### src/rtl/sfx_pkg.sv
// Shared definitions for the sound-effect sequencer: effect ids, FSM state
// encoding and the note-table field widths.
package sfx_pkg;

    localparam logic [1:0] SFX_SHOOT   = 2'd0;
    localparam logic [1:0] SFX_HIT     = 2'd1;
    localparam logic [1:0] SFX_EXPLODE = 2'd2;
    localparam logic [1:0] SFX_UFO     = 2'd3;

    localparam int unsigned SFX_ID_W   = 32'd2;
    localparam int unsigned SFX_STEP_W = 32'd3;
    localparam int unsigned SFX_DUR_W  = 32'd16;

    typedef enum logic [1:0] {
        ST_IDLE = 2'd0,
        ST_LOAD = 2'd1,
        ST_PLAY = 2'd2
    } sfx_state_e;

endpackage

### src/rtl/sfx_rom.sv
// Note table for every sound effect: (id, step) -> {freq, dur in ticks}.
// dur == 0 ends the effect; freq == 0 with dur > 0 is a rest.
module sfx_rom
    import sfx_pkg::*;
#(
    parameter int unsigned FREQ_W = 32'd24,
    parameter int unsigned ID_W   = SFX_ID_W,
    parameter int unsigned STEP_W = SFX_STEP_W
) (
    input  logic [ID_W-1:0]      id,
    input  logic [STEP_W-1:0]    step,
    output logic [FREQ_W-1:0]    freq,
    output logic [SFX_DUR_W-1:0] dur
);

    logic [15:0] note_freq_s;
    logic [15:0] note_dur_s;

    // Effect note lookup; anything not listed is a terminator.
    always_comb begin
        note_freq_s = 16'd0;
        note_dur_s  = 16'd0;
        case (id)
            SFX_SHOOT: begin
                case (step)
                    3'd0:    {note_freq_s, note_dur_s} = {16'd440, 16'd2};
                    3'd1:    {note_freq_s, note_dur_s} = {16'd880, 16'd1};
                    default: {note_freq_s, note_dur_s} = {16'd0, 16'd0};
                endcase
            end
            SFX_HIT: begin
                case (step)
                    3'd0:    {note_freq_s, note_dur_s} = {16'd220, 16'd1};
                    3'd1:    {note_freq_s, note_dur_s} = {16'd0, 16'd1};
                    3'd2:    {note_freq_s, note_dur_s} = {16'd110, 16'd2};
                    default: {note_freq_s, note_dur_s} = {16'd0, 16'd0};
                endcase
            end
            SFX_EXPLODE: begin
                case (step)
                    3'd0:    {note_freq_s, note_dur_s} = {16'd60, 16'd4};
                    3'd1:    {note_freq_s, note_dur_s} = {16'd50, 16'd4};
                    3'd2:    {note_freq_s, note_dur_s} = {16'd40, 16'd4};
                    default: {note_freq_s, note_dur_s} = {16'd0, 16'd0};
                endcase
            end
            SFX_UFO: begin
                case (step)
                    3'd0:    {note_freq_s, note_dur_s} = {16'd100, 16'd3};
                    default: {note_freq_s, note_dur_s} = {16'd0, 16'd0};
                endcase
            end
            default: {note_freq_s, note_dur_s} = {16'd0, 16'd0};
        endcase
    end

    assign freq = FREQ_W'(note_freq_s);
    assign dur  = note_dur_s;

endmodule

### src/rtl/sfx_sequencer.sv
// Sound-effect sequencer: latches request pulses, plays the highest-priority
// effect note by note on a free-running tick, and lets equal/higher ids preempt.
module sfx_sequencer
    import sfx_pkg::*;
#(
    parameter int unsigned CLK_HZ    = 32'd12000000,
    parameter int unsigned TICK_HZ   = 32'd1000,
    parameter int unsigned FREQ_W    = 32'd24,
    parameter int unsigned N_SFX     = 32'd4,
    parameter int unsigned MAX_STEPS = 32'd8
) (
    input  logic                         i_clk,
    input  logic                         i_rst,
    input  logic [N_SFX-1:0]             i_req,
    output logic [FREQ_W-1:0]            o_freq,
    output logic                         o_busy,
    output logic [$clog2(N_SFX)-1:0]     o_sfx_id,
    output logic [$clog2(MAX_STEPS)-1:0] o_step
);

    localparam int unsigned ID_W     = $clog2(N_SFX);
    localparam int unsigned SW       = $clog2(MAX_STEPS);
    localparam int unsigned SCNT_W   = SW + 32'd1;
    localparam int unsigned TICK_DIV = CLK_HZ / TICK_HZ;
    localparam int unsigned TCNT_W   = (TICK_DIV > 32'd1) ? $clog2(TICK_DIV) : 32'd1;

    sfx_state_e            state_r, state_nx_s;
    logic [TCNT_W-1:0]     tick_cnt_r, tick_cnt_nx_s;
    logic                  tick_s;
    logic [N_SFX-1:0]      pending_r, pending_nx_s, clr_s;
    logic [ID_W-1:0]       cur_id_r, cur_id_nx_s, hi_id_s;
    logic                  hi_valid_s, preempt_s;
    logic [SCNT_W-1:0]     step_r, step_nx_s;
    logic [SFX_DUR_W-1:0]  dur_cnt_r, dur_cnt_nx_s, rom_dur_s;
    logic [FREQ_W-1:0]     freq_r, freq_nx_s, rom_freq_s;
    logic                  busy_r, busy_nx_s;

    sfx_rom #(
        .FREQ_W (FREQ_W),
        .ID_W   (ID_W),
        .STEP_W (SW)
    ) u_rom (
        .id   (cur_id_r),
        .step (step_r[SW-1:0]),
        .freq (rom_freq_s),
        .dur  (rom_dur_s)
    );

    // Free-running tick divider and highest-pending-request priority encoder.
    always_comb begin
        tick_s        = (tick_cnt_r == TCNT_W'(TICK_DIV - 32'd1));
        tick_cnt_nx_s = tick_s ? '0 : tick_cnt_r + TCNT_W'(32'd1);
        hi_valid_s    = |pending_r;
        hi_id_s       = '0;
        for (int k = 0; k < N_SFX; k++) begin
            hi_id_s = pending_r[k] ? ID_W'(k) : hi_id_s;
        end
        preempt_s = hi_valid_s && (hi_id_s >= cur_id_r);
    end

    // Next-state and datapath: launch/preempt, note load and duration countdown.
    always_comb begin
        state_nx_s   = state_r;
        cur_id_nx_s  = cur_id_r;
        step_nx_s    = step_r;
        dur_cnt_nx_s = dur_cnt_r;
        freq_nx_s    = freq_r;
        clr_s        = '0;
        case (state_r)
            ST_IDLE: begin
                freq_nx_s = '0;
                if (hi_valid_s) begin
                    cur_id_nx_s = hi_id_s;
                    step_nx_s   = '0;
                    clr_s       = N_SFX'(32'd1) << hi_id_s;
                    state_nx_s  = ST_LOAD;
                end else begin
                    state_nx_s  = ST_IDLE;
                end
            end
            ST_LOAD: begin
                if (preempt_s) begin
                    cur_id_nx_s = hi_id_s;
                    step_nx_s   = '0;
                    clr_s       = N_SFX'(32'd1) << hi_id_s;
                    state_nx_s  = ST_LOAD;
                end else if ((step_r == SCNT_W'(MAX_STEPS)) || (rom_dur_s == 16'd0)) begin
                    freq_nx_s   = '0;
                    state_nx_s  = ST_IDLE;
                end else begin
                    freq_nx_s    = rom_freq_s;
                    dur_cnt_nx_s = rom_dur_s;
                    state_nx_s   = ST_PLAY;
                end
            end
            ST_PLAY: begin
                if (preempt_s) begin
                    cur_id_nx_s = hi_id_s;
                    step_nx_s   = '0;
                    clr_s       = N_SFX'(32'd1) << hi_id_s;
                    state_nx_s  = ST_LOAD;
                end else if (tick_s) begin
                    // Treating 0 like 1 keeps the counter from ever wrapping below zero.
                    if (dur_cnt_r <= 16'd1) begin
                        dur_cnt_nx_s = 16'd0;
                        step_nx_s    = step_r + SCNT_W'(32'd1);
                        state_nx_s   = ST_LOAD;
                    end else begin
                        dur_cnt_nx_s = dur_cnt_r - 16'd1;
                    end
                end else begin
                    state_nx_s = ST_PLAY;
                end
            end
            default: begin
                freq_nx_s  = '0;
                state_nx_s = ST_IDLE;
            end
        endcase
        pending_nx_s = (pending_r & ~clr_s) | i_req;
        busy_nx_s    = (state_nx_s != ST_IDLE);
    end

    // State and datapath registers; every output is taken straight from a flop.
    always_ff @(posedge i_clk) begin
        if (i_rst) begin
            state_r    <= ST_IDLE;
            tick_cnt_r <= '0;
            pending_r  <= '0;
            cur_id_r   <= '0;
            step_r     <= '0;
            dur_cnt_r  <= '0;
            freq_r     <= '0;
            busy_r     <= 1'b0;
        end else begin
            state_r    <= state_nx_s;
            tick_cnt_r <= tick_cnt_nx_s;
            pending_r  <= pending_nx_s;
            cur_id_r   <= cur_id_nx_s;
            step_r     <= step_nx_s;
            dur_cnt_r  <= dur_cnt_nx_s;
            freq_r     <= freq_nx_s;
            busy_r     <= busy_nx_s;
        end
    end

    assign o_freq   = freq_r;
    assign o_busy   = busy_r;
    assign o_sfx_id = cur_id_r;
    assign o_step   = step_r[SW-1:0];

endmodule

### config.mk
export PLATFORM = sky130hd
export DESIGN_NAME = sfx_sequencer
export DESIGN_NICKNAME = d
export VERILOG_FILES = /design/src/rtl/sfx_pkg.sv /design/src/rtl/sfx_rom.sv /design/src/rtl/sfx_sequencer.sv
export SDC_FILE = /design/constraint.sdc
export NUM_CORES = 1
export LEC_CHECK = 0
export CORE_ASPECT_RATIO = 0.9
export CORE_MARGIN = 2
export CORE_UTILIZATION = 60
export DETAILED_ROUTE_END_ITERATION = 8
export PLACE_DENSITY = 0.82
export SLEW_MARGIN = 0
export SYNTH_ARGS = -nofsm -noshare
export SYNTH_HDL_FRONTEND = slang
export SYNTH_SLANG_ARGS = --single-unit
### constraint.sdc
create_clock -name i_clk -period 4.85 [get_ports i_clk]
set_clock_uncertainty 0.1 [all_clocks]
set_input_delay 0.97 -clock i_clk [delete_from_list [all_inputs] [get_ports i_clk]]
set_output_delay 0.97 -clock i_clk [all_outputs]
set_load 0.01 [all_outputs]
==> results.sh <==
export IMPL_grt_use_total_pct=24.8
export IMPL_critPathKind="flip-flop to flip-flop"
export IMPL_start_util_pct=61.4
export IMPL_cp_top_family="compound AO/OA/AOI/OAI gates"
export IMPL_synth_area_mux_share_pct=0
export IMPL_area_growth_pct=9.33
export IMPL_avgSynthCellArea_um2=8.35
export IMPL_rr_worst_depth=6
export IMPL_cts_root_buffer="clkbuf_8"
export IMPL_slew_headroom_pct=44.8
export IMPL_fmaxAchievable_mhz=353
export IMPL_gr_total_overflow=0
export IMPL_vdd_ir_drop_worst_mv=0.208
export IMPL_syn_area_mm2=0.00319
export IMPL_clk_latency_ps=310
export IMPL_yosys_warnings=0
export IMPL_path_depth=6
export IMPL_fin_crit_ps=2830
export IMPL_leakage_nw=1.27
export IMPL_vias=2818
export IMPL_routedWlPerCell_um=15.2
export IMPL_end_kind="flip-flop"
export IMPL_finalWirelength_um=6950
export IMPL_coreArea_mm2=0.00519
export IMPL_ios=36
export IMPL_synth_async_reset_ratio_pct=0
export IMPL_setup_viol=0
export IMPL_nNetsFinal=408
export IMPL_ys_seq_area_share_pct=32.6
export IMPL_dp_hpwl_um=4870
export IMPL_cp_slowest_cell="dfxtp_1"
export IMPL_route_detailed_drc=0
export IMPL_utilization_pct=67.2
export IMPL_cts_sinks=52
export IMPL_seq_area_mm2=0.00104
export IMPL_final_max_slew_viol_count=0
export IMPL_cts_buffers=5
export IMPL_synth_distinct_cells=65
export IMPL_cap_violations=0
export IMPL_gp_congestion=0.847
export IMPL_worstSetupStartpointType="flip-flop"
export IMPL_synth_most_common_cell="dfxtp_1"
export IMPL_cts_resized=0
export IMPL_synthSimpleGateAreaFrac_pct=23.4
export IMPL_diodes=0
export IMPL_antenna_found_initial=0
export IMPL_path_max_fanout=19
export IMPL_multiInputGateArea_mm2=0.00192
export IMPL_min_path_cells=1
export IMPL_synth_edff_count=0
export IMPL_synthFlopType="dfxtp_1"
export IMPL_cts_buffer_depth=2
export IMPL_grt_pass1_wl_um=11800
export IMPL_hold_viol_final=0
export IMPL_cp_arrival_ps=2980
export IMPL_port_buffers=20
export IMPL_tns_ps=0
export IMPL_post_cts_setup_buffer_count=0
export IMPL_synth_compound_area_share_pct=26.7
export IMPL_nFillCells=438
export IMPL_grt_pass1_vias=2650
export IMPL_min_period_over_period_pct=58.4
export IMPL_tightest_slew_ps=822
export IMPL_synth_top_family_by_area="compound AO/OA/AOI/OAI gates"
export IMPL_htreeDepth=2
export IMPL_clkTransAtPathRegs_ps=90
export IMPL_yosys_area_top_type="dfxtp_1"
export IMPL_rsz0062_at_grt="no"
export IMPL_cp_cell_sequence="ha_1 -> nand2b_1 -> a21oi_1 -> nor2_1 -> a2111oi_4 -> a32o_1"
export IMPL_rows=25
export IMPL_routed_via_density=6.17
export IMPL_ant_nets=0
export IMPL_max_stage_delay_ps=740
export IMPL_synth_top_cell_area_share_pct=32.6
export IMPL_die_area_mm2=0.00592
export IMPL_yosys_area_share_adder_pct=5.10
export IMPL_cts_tree="built"
export IMPL_synthCells=382
export IMPL_pwr_density_cell_mw_per_mm2=388
export IMPL_hold_class="flip-flop to flip-flop"
export IMPL_die_y_um=73.2
export IMPL_critPathBufInv=0
export IMPL_synth_area_top_cells="dfxtp_1 (33%), ha_1 (5.1%), nor2_1 (4.7%)"
export IMPL_firstDrtPassIters=5
export IMPL_drive_gt1_share_pct=7.69
export IMPL_ys_seq_elements=52
export IMPL_synth_xor_area_share_pct=3.29
export IMPL_initialDrtViolationCount=212
export IMPL_required_ps=5000
export IMPL_status="finished clean"
export IMPL_grt_max_degree=33
export IMPL_synth_commonest_cells="dfxtp_1 (52), nor2_1 (40), a21oi_1 (23), nand2_1 (23), buf_4 (18)"
export IMPL_holdBufCountCts=0
export IMPL_die_w_um=80.9
[path summary, 6_finish.rpt]
path	endpoint	slack [ps]	from
setup / recovery	o_freq[9]	2020	o_sfx_id[0]
hold / removal	tick_cnt_r[0]	350	tick_cnt_r[0]
setup reg to reg	o_freq[9]	2020	o_sfx_id[0]
hold reg to reg	tick_cnt_r[0]	350	tick_cnt_r[0]
[metal layers]
metal  vias up  share of wire [%]  GRT usage, %
met1      1335                 47          33.3
met4         0               0.76          8.85
li1       1405                  -             -
met5         -                  0             0
met2        71                 48          39.7
met3         7                4.1          4.83
[registers in the layout (all words and copies together), names as in the netlist]
| register | flops |
|---|---|
| o_busy | 1 |
| pending_r | 4 |
| state_r | 2 |
| dur_cnt_r | 16 |
| o_freq | 9 |
| o_sfx_id | 2 |
| step_r | 4 |
| tick_cnt_r | 14 |
[power breakdown]
part / internal (W) / switching, W / total, W / leakage [nW]
Sequential: 0.000456 / 0.0000377 / 0.000493 / 0.422
Clock: 0.000258 / 0.000145 / 0.000403 / 0.0784
Combinational: 0.000173 / 0.000285 / 0.000458 / 0.771
Total: 0.000886 / 0.000468 / 0.00135 / 1.27
[cell type report]
cell class | instances | share of cell area (%)
clock inverters | 3 | 2.58
multi-input cells | 289 | 55.1
flip-flops and latches | 52 | 29.8
well taps | 67 | 2.40
clock buffers | 5 | 1.97
repair buffers | 21 | 5.95
inverters | 20 | 2.15
[cell families (layout without fill, tap and decap cells)]
family / count (synthesis) / count (layout)
compound gates: 110 / 110
xor+xnor: 12 / 12
fa+ha+maj: 13 / 13
buf+inv: 55 / 49
flops: 52 / 52
other cells: 1 / 15
simple gates: 139 / 139
[worst register-to-register path, delay by kind of cell, from the launching register on]
kind | cells | cell delay (ps)
flip-flops | 1 | 740
adder cells (fa/ha/maj) | 1 | 350
AO/OA/AOI/OAI | 3 | 1230
AND/OR/NAND/NOR | 2 | 370
[placed cells by master, fill, tap and decap left out, types with 6 or more instances in the layout]
| cell type | n |
|---|---|
| a211oi_1 | 6 |
| a21oi_1 | 23 |
| a31oi_1 | 6 |
| a32o_1 | 11 |
| clkdlybuf4s50_1 | 20 |
| conb_1 | 15 |
| dfxtp_1 | 52 |
| ha_1 | 13 |
| inv_1 | 17 |
| nand2_1 | 23 |
| nand3_1 | 11 |
| nor2_1 | 40 |
| nor3_1 | 9 |
| nor4_1 | 10 |
| o211ai_1 | 7 |
| o21ai_0 | 11 |
| or3_1 | 10 |
| xnor2_1 | 6 |
| xor2_1 | 6 |
[metrics by stage]
stage          hold WS, ps  std cells  power (W)  instance area, um^2  setup WS [ps]
3_5_place_dp           345        449   0.000948                 3330           1830
5_1_grt                382        457    0.00143                 3490           1870
4_1_cts                359        457    0.00135                 3490           2080
3_3_place_gp           327        449   0.000936                 3330           1910
6_report               354        457    0.00135                 3490           2020
2_1_floorplan          318        396   0.000851                 3240           2430
Power figures use the tool's default switching activity.
